`config.mk`:
```
export PLATFORM = sky130hd
export DESIGN_NAME = config_register_bank_flat
export DESIGN_NICKNAME = d
export VERILOG_FILES = /design/src/rtl/config_register_bank_if.sv /design/src/rtl/config_register_bank.sv /design/src/flat_wrapper.sv
export SDC_FILE = /design/constraint.sdc
export NUM_CORES = 1
export LEC_CHECK = 0
export ABC_AREA = 0
export BUFFER_PORTS_ARGS = -buffer_cell sky130_fd_sc_hd__buf_2
export CELL_PAD_IN_SITES_DETAIL_PLACEMENT = 2
export CELL_PAD_IN_SITES_GLOBAL_PLACEMENT = 2
export CORE_MARGIN = 2
export CORE_UTILIZATION = 30
export CTS_CLUSTER_SIZE = 24
export DETAILED_ROUTE_END_ITERATION = 7
export MAX_ROUTING_LAYER = met4
export PLACE_DENSITY = 0.87
export SLEW_MARGIN = 10
export SYNTH_ARGS = -nofsm -noshare
export SYNTH_HDL_FRONTEND = slang
export SYNTH_SLANG_ARGS = --single-unit
```
`constraint.sdc`:
```
create_clock -name clk_i -period 3.4 [get_ports clk_i]
set_clock_uncertainty 0.1 [all_clocks]
set_input_delay 0.68 -clock clk_i [delete_from_list [all_inputs] [get_ports clk_i]]
set_output_delay 0.68 -clock clk_i [all_outputs]
set_load 0.01 [all_outputs]
```
`src/rtl/config_register_bank_if.sv`:
```
// BRAM-controller style port: word-aligned byte address, byte write enables,
// 32-bit write data in, registered 32-bit read data out.
interface config_register_bank_if;
   logic [31:0] addr;
   logic        en;
   logic [3:0]  wea;
   logic [31:0] wdata;
   logic [31:0] rdata;

   modport master (output addr, en, wea, wdata, input rdata);
   modport slave  (input addr, en, wea, wdata, output rdata);
endinterface

```
`src/rtl/config_register_bank.sv`:
```
// Control / status / saturating event-counter bank behind a BRAM port.
// Optional macro CFG_SHADOW_EN: control words >= 1 are double-buffered and committed by ctrl0 bit 31.
module config_register_bank #(
   parameter int          NUM_CTRL     = 4,
   parameter int          NUM_STAT     = 2,
   parameter int          NUM_EVT      = 2,
   parameter logic [31:0] PULSE_MASK   = 32'h0000_0003,
   parameter logic [31:0] CTRL_RST_VAL = 32'h0
) (
   input  logic                                     clk_i,
   input  logic                                     rst_i_n,
   input  logic                                     rst_i,
   config_register_bank_if.slave                    bus,
   output logic [32*NUM_CTRL-1:0]                   ctrl_o,
   output logic [31:0]                              pulse_o,
   input  logic [32*((NUM_STAT > 0) ? NUM_STAT : 1)-1:0] stat_i,
   input  logic [((NUM_EVT > 0) ? NUM_EVT : 1)-1:0]      evt_i
);

   localparam int          NE       = (NUM_EVT > 0) ? NUM_EVT : 1;
   localparam int unsigned EVT_BASE = NUM_CTRL + NUM_STAT;
`ifdef CFG_SHADOW_EN
   localparam logic [31:0] SELF_CLR = PULSE_MASK | 32'h8000_0000;
`else
   localparam logic [31:0] SELF_CLR = PULSE_MASK;
`endif

   logic [31:0] word_ext;
   logic        wr_en;
   logic [31:0] byte_mask;
   logic [31:0] ctrl_reg  [NUM_CTRL];
   logic [31:0] ctrl_next [NUM_CTRL];
   logic [31:0] cnt_val   [NE];
   logic [31:0] rd_next;
   logic [31:0] data_reg;
   logic        unused_addr_bits;

   assign word_ext  = {24'd0, bus.addr[9:2]};
   assign wr_en     = bus.en && (|bus.wea);
   assign byte_mask = {{8{bus.wea[3]}}, {8{bus.wea[2]}}, {8{bus.wea[1]}}, {8{bus.wea[0]}}};
   assign unused_addr_bits = ^{bus.addr[31:10], bus.addr[1:0]};

   // Self-clearing bits of word 0 drop every cycle unless rewritten, so
   // back-to-back writes give back-to-back pulses.
   always_comb begin
      for (int i = 0; i < NUM_CTRL; i++) begin
         ctrl_next[i] = ctrl_reg[i] & ((i == 0) ? ~SELF_CLR : 32'hFFFF_FFFF);
         if (wr_en && (word_ext == 32'(i)))
            ctrl_next[i] = (ctrl_next[i] & ~byte_mask) | (bus.wdata & byte_mask);
      end
   end

   always_ff @(posedge clk_i) begin
      for (int i = 0; i < NUM_CTRL; i++) begin
         if (!rst_i_n)
            ctrl_reg[i] <= (i == 0) ? (CTRL_RST_VAL & ~SELF_CLR) : CTRL_RST_VAL;
         else
            ctrl_reg[i] <= ctrl_next[i];
      end
   end

   assign pulse_o = ctrl_reg[0] & SELF_CLR;

`ifdef CFG_SHADOW_EN
   logic [31:0] active_reg [NUM_CTRL];

   // ctrl_reg holds the shadows; the live copy follows on the commit pulse.
   always_ff @(posedge clk_i) begin
      for (int i = 0; i < NUM_CTRL; i++) begin
         if (!rst_i_n)
            active_reg[i] <= CTRL_RST_VAL;
         else if (ctrl_reg[0][31])
            active_reg[i] <= ctrl_reg[i];
      end
   end
`endif

   genvar gi;
   generate
      for (gi = 0; gi < NUM_CTRL; gi++) begin : gen_ctrl_out
`ifdef CFG_SHADOW_EN
         if (gi == 0) begin : gen_direct
            assign ctrl_o[32*gi +: 32] = ctrl_reg[gi];
         end else begin : gen_shadowed
            assign ctrl_o[32*gi +: 32] = active_reg[gi];
         end
`else
         assign ctrl_o[32*gi +: 32] = ctrl_reg[gi];
`endif
      end

      for (gi = 0; gi < NUM_EVT; gi++) begin : gen_evt
         logic [31:0] cnt_reg;
         logic        hit;

         assign hit = wr_en && (word_ext == 32'(EVT_BASE + gi));

         always_ff @(posedge clk_i) begin
            if (!rst_i_n)
               cnt_reg <= 32'd0;
            else if (hit)
               cnt_reg <= {31'd0, evt_i[gi]};
            else if (evt_i[gi] && (cnt_reg != 32'hFFFF_FFFF))
               cnt_reg <= cnt_reg + 32'd1;
         end

         assign cnt_val[gi] = cnt_reg;
      end

      if (NUM_EVT == 0) begin : gen_no_evt
         logic unused_evt;
         assign unused_evt = ^evt_i;
         assign cnt_val[0] = 32'd0;
      end
   endgenerate

   // Read mux sees pre-edge state, giving read-before-write on write cycles.
   always_comb begin
      rd_next = 32'd0;
      for (int i = 0; i < NUM_CTRL; i++)
         if (word_ext == 32'(i)) rd_next = ctrl_reg[i];
      for (int i = 0; i < NUM_STAT; i++)
         if (word_ext == 32'(NUM_CTRL + i)) rd_next = stat_i[32*i +: 32];
      for (int i = 0; i < NUM_EVT; i++)
         if (word_ext == 32'(EVT_BASE + i)) rd_next = cnt_val[i];
   end

   always_ff @(posedge clk_i) begin
      if (!rst_i_n || rst_i)
         data_reg <= 32'd0;
      else if (bus.en)
         data_reg <= rd_next;
   end

   assign bus.rdata = data_reg;

endmodule
```
`src/flat_wrapper.sv`:
```
// flat-port wrapper written by rule: the top's interface ports become plain ports
module config_register_bank_flat 
#(
   parameter int          NUM_CTRL     = 4,
   parameter int          NUM_STAT     = 2,
   parameter int          NUM_EVT      = 2,
   parameter logic [31:0] PULSE_MASK   = 32'h0000_0003,
   parameter logic [31:0] CTRL_RST_VAL = 32'h0
)
  (clk_i, rst_i_n, rst_i, ctrl_o, pulse_o, stat_i, evt_i, bus_addr, bus_en, bus_wea, bus_wdata, bus_rdata);
  config_register_bank_if bus_i ();
  input  logic clk_i;
  input  logic rst_i_n;
  input  logic rst_i;
  output logic [32*NUM_CTRL-1:0] ctrl_o;
  output logic [31:0] pulse_o;
  input  logic [32*((NUM_STAT > 0) ? NUM_STAT : 1)-1:0] stat_i;
  input  logic [((NUM_EVT > 0) ? NUM_EVT : 1)-1:0] evt_i;
  input wire logic [$bits(bus_i.addr)-1:0] bus_addr;
  input wire logic [$bits(bus_i.en)-1:0] bus_en;
  input wire logic [$bits(bus_i.wea)-1:0] bus_wea;
  input wire logic [$bits(bus_i.wdata)-1:0] bus_wdata;
  output wire logic [$bits(bus_i.rdata)-1:0] bus_rdata;
  assign bus_i.addr = bus_addr;
  assign bus_i.en = bus_en;
  assign bus_i.wea = bus_wea;
  assign bus_i.wdata = bus_wdata;
  assign bus_rdata = bus_i.rdata;
  config_register_bank #(.NUM_CTRL(NUM_CTRL), .NUM_STAT(NUM_STAT), .NUM_EVT(NUM_EVT), .PULSE_MASK(PULSE_MASK), .CTRL_RST_VAL(CTRL_RST_VAL)) u_core (.clk_i(clk_i), .rst_i_n(rst_i_n), .rst_i(rst_i), .bus(bus_i), .ctrl_o(ctrl_o), .pulse_o(pulse_o), .stat_i(stat_i), .evt_i(evt_i));
endmodule
```
# --- Yosys cells after proc, flatten, opt, wreduce, memory -nomap -nowiden ---
# Memory sizes are Yosys's and may differ from the RTL's.
# Cells that the tools add are included.
classes:
  mux: 22
  eq_ne: 9
  bitwise_logic: 15
  addsub: 2
  reduce_logical: 17
op_table:
  columns: ["op", "count"]
  rows:
  - ["two-way mux 32 bit", 16]
  - ["AND 32 bit", 5]
  - ["bitwise OR 32 bit", 4]
  - ["adder 32 x 1 -> 32 bit, second input constant", 2]
  - ["!= test 32 bit, second input constant", 2]
  - ["equality test 8 x 3 -> 1 bit, second input constant", 4]
  - ["zero test 32 bit", 1]
  - ["NOT 32 bit", 1]
  - ["equality test 8 x 2 -> 1 bit, second input constant", 2]
  - ["logical AND 1 bit", 9]
  - ["equality test 8 x 1 -> 1 bit, second input constant", 1]
  - ["two-way mux 1 bit", 6]
  - ["bitwise OR 1 bit", 4]
  - ["nonzero test 2 bit", 2]
  - ["OR reduction 2 bit", 2]
  - ["OR reduction 4 bit", 1]
  - ["zero test 1 bit", 1]
  - ["logical OR 1 bit", 1]
  - ["NOT 1 bit", 1]
totals:
  elab_cells: 71
  ramBits: 128
  output_inout_bits: 192
  memories: 1
  ff_bits: 96
mem_list:
  columns: ["name", "words", "width", "read_ports", "rd_ports_with_merged_regs", "write_ports", "line_no", "source"]
  rows:
  - ["u_core.ctrl_reg", 4, 32, 4, 0, 4, "config_register_bank.sv:31", "logic [31:0] ctrl_reg [NUM_CTRL];"]

# --- Logic depth before layout (Yosys ltp) ---
# Gate-level depths: netlist (run 1).
depth:
  ltp_word: 9
  depth_mapped: 9
  depth_no_buf: 6

# --- Worst setup path after synthesis (run 1) ---
# OpenSTA, ideal clock, no wires.
synth_path:
  kind: "input to register"
  startpoint: "input port bus_addr[2]"
  endpoint: "register u_core.gen_evt[0].cnt_reg[10]"
  t_arrival_ns: 2.471
  cell_stages: 7
  slack_ns: 0.697
  path_cell_list: "clkbuf_1 or4b_2 or2_2 clkbuf_1 o21ai_2 clkbuf_1 a21oi_1"
synth_between:
  elab_chain_cells: 3
synth_lines:
  columns: ["element", "line_no", "source"]
  rows:
  - ["from (decl)", "flat_wrapper.sv:19", "input wire logic [$bits(bus_i.addr)-1:0] bus_addr;"]
  - ["equality test 8 x 3 -> 1 bit", "config_register_bank.sv:96", "assign hit = wr_en && (word_ext == 32'(EVT_BASE + gi));"]
  - ["logical AND 1 bit", "config_register_bank.sv:96", null]
  - ["OR reduction 2 bit (no source line)", null, null]
  - ["to (signal assigned)", "config_register_bank.sv:102", "cnt_reg <= {31'd0, evt_i[gi]};"]
  - ["to (signal assigned)", "config_register_bank.sv:104", "cnt_reg <= cnt_reg + 32'd1;"]
  - ["to (decl)", "config_register_bank.sv:93", "logic [31:0] cnt_reg;"]
# No other way between the ends.
# A chain may end at the register's enable or synchronous reset.

# --- Final worst setup path (run 1) ---
layout_path:
  startpoint: "register u_core.gen_evt[0].cnt_reg[1]"
  endpoint: "register u_core.gen_evt[0].cnt_reg[23]"
layout_between:
  elab_chain_cells: 2
  elab_cells_between_ends: 3
layout_lines:
  columns: ["element"]
  rows:
  - ["parallel branches: the longest is 2 deep, another holds adder 32 x 1 -> 32 bit"]
# Parallel ways; which one is timed is not known.

==> flow_summary.toml, run 1 <==
[drt]
remaining_antenna_violation_count = 0
viasPerCell = 5.62
drt-initial-drc-count = 873
drc = 0
wl_um = 53100
via_count_of_the_routed_design = 12000
wl_per_cell_um = 24.8
drt_pre_antenna_iters = 5

[clocking]
cts.clk_slew.worst_paths_ns = 0.07
tritoncts.num_buffers = 25
postCtsResizedCells = 0
postCtsHoldBufs = 0
max-clock-path-buffers = 3
clock_insertion_delay_worst_skew_ns = 0.55
clockRootBuffer = "clkbuf_16"
number_of_setup_buffers_added_after_cts = 0
cts_sinks = 224
htree_num_levels = 1
tritoncts = "built"

[logic_synthesis]
synthSimpleGateAreaFrac_pct = 24.1
synth-compound-area-share_pct = 18.1
yosysWarnings = 0
synth-adder-area-share_pct = 0.215
post_synthesis_average_cell_area_sq_um = 8.52
ys_dominant_reg_cell = "dfxtp_1"
ys_async_sr_fraction_pct = 0
synth_edf_count = 0
synth.yosys.seq_area_share_pct = 38.5
synth.cell_area_sq_um = 11600
postSynthRegisterBits = 224
synthXorXnorAreaFrac_pct = 1.28
synth.distinct_cells = 64
postSynthCellCount = 1366
synth_top_family_by_area = "simple AND/OR/NAND/NOR gates"
synth.mux.area_fraction_pct = 11.6

[critical_path]
critical_path.top_delay_family = "simple AND/OR/NAND/NOR gates"
critPathLaunchType = "flip-flop"
worst-path-buf-inv = 1
data_required_time_of_the_critical_path_ns = 3.72
worstPathArrival_ns = 3.29
crit_path_end_kind = "flip-flop"
reg2reg_slack_ns = 0.43
slowest_delay_ns = 0.73
critical_path_class = "reg -> reg"
critical_path.cell_chain = "ha_1 > nand4_1 > or4_1 > o41ai_4 > buf_4 > nor4b_1 > mux2i_1"
critical_path_peak_fanout = 34
worst_path_max_delay_cell = "or4_1"

[placed_design]
post-dp-hpwl_um = 37700
post_dp_cell_area_sq_um = 13400
place_worst_setup_slack_ns = 0.320
placement.io_buffers = 275
placedCellCount = 2087
gp_congestion = 0.884

[timing]
fmax_ghz = 0.336
tightestPinTransition_ns = 0.860
setup_viol_count_final = 0
totalNegativeSetupSlack_ns = 0
final_period_minus_worst_setup_slack_ns = 2.97
worst_slew_margin_rel_pct = 42.7
timing.hold.ws_ns = 0.302
final_report_hold_violation_count = 0
slew_viol_final = 0
period_share_pct = 87.4
grt_setup_unrepaired = "false"
layout_setup_ws_ns = 0.428

[cells_and_area]
instances_no_fill = 2145
synthToLayoutAreaGrowth_pct = 22.8
share_of_layout_cells_above_drive_strength_1_pct = 25.3
post-route-cell-area_sq_um = 14300
fill_cells = 4375
final_core_utilization_pct = 37.2
most_frequent_standard_cell_in_the_layout_excluding_fill_and_tap_cells = "nand2_1"
most-common-layout-cells = "nand2_1 (284), buf_2 (272), dfxtp_1 (224), a21oi_1 (109), nor2_1 (71)"
num-nets-final = 1736

[pwr]
vdd.ir_drop.worst_mv = 0.315
cellLeakagePower_nw = 5.67
finalPower_mw = 5.93
p_per_area_nw_per_um2 = 414

[min_path]
worstHoldPathType = "in -> reg"

[global_routing]
grt_remaining_overflow = 0
grt.total_usage_pct = 25.5
grt_first_pass_wirelength_um = 78700
pin_count_of_the_biggest_net_entering_global_routing = 86
first_global_vias = 12900
grt_antenna_before_repair = 13

[floorplan]
ios = 330
number_of_core_rows = 72
die-height_um = 201
dieArea_sq_um = 40400
core-area_sq_um = 38500
dieWidth_um = 201
initial_core_util_pct = 30.3

[run]
maxcap_violations = 0

[run_status]
run_status = "finished clean"
## where the power goes
part	leakage, nW	internal, mW	total (mW)	switching, mW
Clock	0.407	1.66	2.86	1.20
Sequential	1.80	2.63	2.64	0.00767
Combinational	3.46	0.148	0.428	0.281
## cell usage after synthesis (5+ instances only)
cell	number	share of area [%]
nand4bb_1	6	0.58
nand4b_1	5	0.38
mux4_2	33	6.4
buf_4	33	2.1
xnor2_1	16	1.2
and4_1	7	0.53
a2bb2oi_1	28	2.1
nand2_1	284	9.2
a21oi_1	109	4.7
o221ai_1	25	1.9
or4bb_1	23	2.2
a31o_2	9	0.68
nand4_1	29	1.6
clkbuf_1	79	2.5
o31ai_1	8	0.52
nor4_1	10	0.54
nor3_1	10	0.43
nand2b_1	7	0.38
or4_1	15	0.97
and3_1	7	0.38
inv_1	13	0.42
mux2i_1	61	5.2
a31oi_1	30	1.6
o21ai_0	54	2.3
nand3_1	20	0.86
buf_2	17	0.73
nor2_1	73	2.4
a21o_1	24	1.5
buf_1	6	0.19
o21ai_1	10	0.43
dfxtp_1	224	39
or3_1	36	1.9
## cell type report
cell class | count | area [sq um] | area share (%)
multi-input cells | 1022 | 6580 | 46.0
well taps | 518 | 648 | 4.53
clock buffers | 32 | 692 | 4.84
inverters | 13 | 48.8 | 0.341
diodes | 15 | 37.5 | 0.262
repair buffers | 310 | 1670 | 11.7
clock inverters | 11 | 139 | 0.971
flip-flops and latches | 224 | 4480 | 31.4
## cells by family (layout without fill, tap and decap cells)
logic type,after synthesis,in the layout
simple gates,555,555
compound gates,324,324
flops,224,224
buf+inv,149,366
mux,94,94
xor+xnor,17,17
fa+ha+maj,2,2
other cells,1,45
## routing by layer
metal | vias to the layer above | wire length [um] | GRT usage [%]
met5 | - | 0 | -
met4 | 0 | 1760 | 8.73
met3 | 111 | 3740 | 6.51
met2 | 391 | 27100 | 44.6
met1 | 6142 | 20500 | 28.1
li1 | 5405 | - | -
## worst paths after layout
path | startpoint | endpoint | depth (start not counted)
max reg2reg | u_core.gen_evt[0].cnt_reg[1] | u_core.gen_evt[0].cnt_reg[23] | 7
min | bus_wdata[8] | flip-flop | 3
max | u_core.gen_evt[0].cnt_reg[1] | u_core.gen_evt[0].cnt_reg[23] | 7
min reg2reg | u_core.bus.rdata[19] | u_core.bus.rdata[19] | 2
## worst register-to-register path, delay by kind of cell (launching register included)
kind | cells | cell delay [ns]
compound gates | 1 | 0.43
simple gates | 3 | 1.04
fa+ha+maj | 1 | 0.31
buf+inv | 1 | 0.38
flops | 1 | 0.46
mux | 1 | 0.13
No activity file was read; power rests on OpenSTA's default activity.
==> run 2, diff against run 1 <==
- CORE_UTILIZATION: 30 -> 33
- CTS_BUF_LIST: unset -> sky130_fd_sc_hd__clkbuf_16
- PLACE_DENSITY: 0.87 -> 0.93
- clock period: 3.4 -> 3.6 ns (I/O delays scaled with it)
==> flow_summary.toml, run 2 (synthesized netlist as in run 1, its figures left out) <==
[critical_path]
critical_path.cell_chain = "ha_1 > nand4_1 > or4_1 > o41ai_4 > buf_4 > o21ai_0 > a21oi_1"
worst-path-buf-inv = 1
critical_path_class = "reg -> reg"
slowest_delay_ns = 0.74
worst_path_max_delay_cell = "or4_1"
critical_path_peak_fanout = 44
critPathLaunchType = "flip-flop"
critical_path.top_delay_family = "simple AND/OR/NAND/NOR gates"
worst-r2r-cell-count = 7
r2r_end = "u_core.gen_evt[0].cnt_reg[14]"
reg2reg_slack_ns = 0.41
worstPathArrival_ns = 3.53
r2r-start = "u_core.gen_evt[0].cnt_reg[0]"
crit_path_end_kind = "flip-flop"
data_required_time_of_the_critical_path_ns = 3.94
crit_cells = 7

[clocking]
number_of_setup_buffers_added_after_cts = 0
clockRootBuffer = "clkbuf_16"
htree_num_levels = 1
postCtsResizedCells = 0
cts_sinks = 224
clock_insertion_delay_worst_skew_ns = 0.53
tritoncts = "built"
tritoncts.num_buffers = 25
cts.clk_slew.worst_paths_ns = 0.07
max-clock-path-buffers = 3
postCtsHoldBufs = 0

[placed_design]
gp_congestion = 0.893
post-dp-hpwl_um = 38000
placement.io_buffers = 275
post_dp_cell_area_sq_um = 13300

[floorplan]
number_of_core_rows = 68
ios = 330
dieWidth_um = 192
core-area_sq_um = 34600
dieArea_sq_um = 36800
initial_core_util_pct = 33.6
die-height_um = 192

[run_status]
run_status = "finished clean"

[drt]
drt_pre_antenna_iters = 5
viasPerCell = 6.01
remaining_antenna_violation_count = 0
wl_um = 55700
drt-initial-drc-count = 1038
via_count_of_the_routed_design = 12500
wl_per_cell_um = 26.9
drc = 0

[global_routing]
pin_count_of_the_biggest_net_entering_global_routing = 85
grt.total_usage_pct = 30.2
grt_antenna_before_repair = 12
grt_remaining_overflow = 0
grt_first_pass_wirelength_um = 83100
first_global_vias = 13600

[min_path]
worstHoldEndpoint = "u_core.bus.rdata[23]"
min_path_cells = 2
min_from = "u_core.bus.rdata[23]"
worstHoldPathType = "reg -> reg"

[timing]
final_period_minus_worst_setup_slack_ns = 3.19
fmax_ghz = 0.314
period_share_pct = 88.6
grt_setup_unrepaired = "false"
slew_viol_final = 0
setup_viol_count_final = 0
totalNegativeSetupSlack_ns = 0
final_report_hold_violation_count = 0
worst_slew_margin_rel_pct = 43.9
tightestPinTransition_ns = 0.841

[cells_and_area]
num-nets-final = 1729
fill_cells = 3825
synthToLayoutAreaGrowth_pct = 21.2
multi_input_comb_area_sq_um = 6580
share_of_layout_cells_above_drive_strength_1_pct = 24.6
most_frequent_standard_cell_in_the_layout_excluding_fill_and_tap_cells = "nand2_1"
regArea_sq_um = 4480
most-common-layout-cells = "nand2_1 (284), buf_2 (272), dfxtp_1 (224), a21oi_1 (109), nor2_1 (71)"
post-route-cell-area_sq_um = 14100

[run]
maxcap_violations = 0

[pwr]
cellLeakagePower_nw = 5.62
p_per_area_nw_per_um2 = 389
vdd.ir_drop.worst_mv = 0.309
==> run 2: stage by stage <==
| stage | power (mW) | utilization [%] | hold slack, ns | cells | worst slack [ns] |
|---|---|---|---|---|---|
| after CTS | 5.51 | 40.7 | 0.352 | 2060 | 0.476 |
| after global routing | 5.64 | 40.8 | 0.372 | 2070 | 0.331 |
| final | 5.49 | 40.8 | 0.360 | 2071 | 0.412 |
| after detailed placement | 2.93 | 38.4 | 0.356 | 2017 | 0.459 |
| after floorplan | 2.79 | - | 0.355 | 1395 | 0.857 |
| after global placement | 2.92 | 38.4 | 0.335 | 2017 | 0.536 |
==> run 2: metal layers <==
layer,GRT usage (%),part of all wire (%),up-vias
met3,6.91,7.7,156
met2,52.8,51,568
met1,32.9,37,6348
met5,-,0,-
li1,-,-,5383
met4,12.6,4.2,0
==> run 2: worst max-delay path by stage <==
stage / from / to
finish: u_core.gen_evt[0].cnt_reg[0] / u_core.gen_evt[0].cnt_reg[14]
global route: u_core.gen_evt[0].cnt_reg[0] / u_core.gen_evt[0].cnt_reg[14]
CTS: u_core.gen_evt[0].cnt_reg[0] / u_core.gen_evt[0].cnt_reg[14]
detailed placement: bus_addr[9] / u_core.bus.rdata[11]
floorplan: bus_addr[2] / u_core.gen_evt[0].cnt_reg[10]
global placement: bus_addr[9] / u_core.bus.rdata[11]
==> run 2: final cells by class <==
| cell class | instances | area share (%) |
|---|---|---|
| repair buffers | 303 | 11.5 |
| multi-input cells | 1022 | 46.6 |
| clock inverters | 18 | 1.13 |
| well taps | 455 | 4.03 |
| clock buffers | 25 | 4.43 |
| diodes | 11 | 0.195 |
| flip-flops and latches | 224 | 31.8 |
| inverters | 13 | 0.346 |
==> run 2: where the power goes <==
group	leakage, nW	switching (mW)	internal (mW)
Clock	0.392	1.12	1.47
Combinational	3.42	0.272	0.136
Sequential	1.80	0.00900	2.48
==> run 2: worst reg2reg max path: stages, from the launching register on <==
cell	delay (ns)
dfxtp_1	0.52
ha_1	0.35
nand4_1	0.15
or4_1	0.74
o41ai_4	0.39
buf_4	0.42
o21ai_0	0.22
a21oi_1	0.21
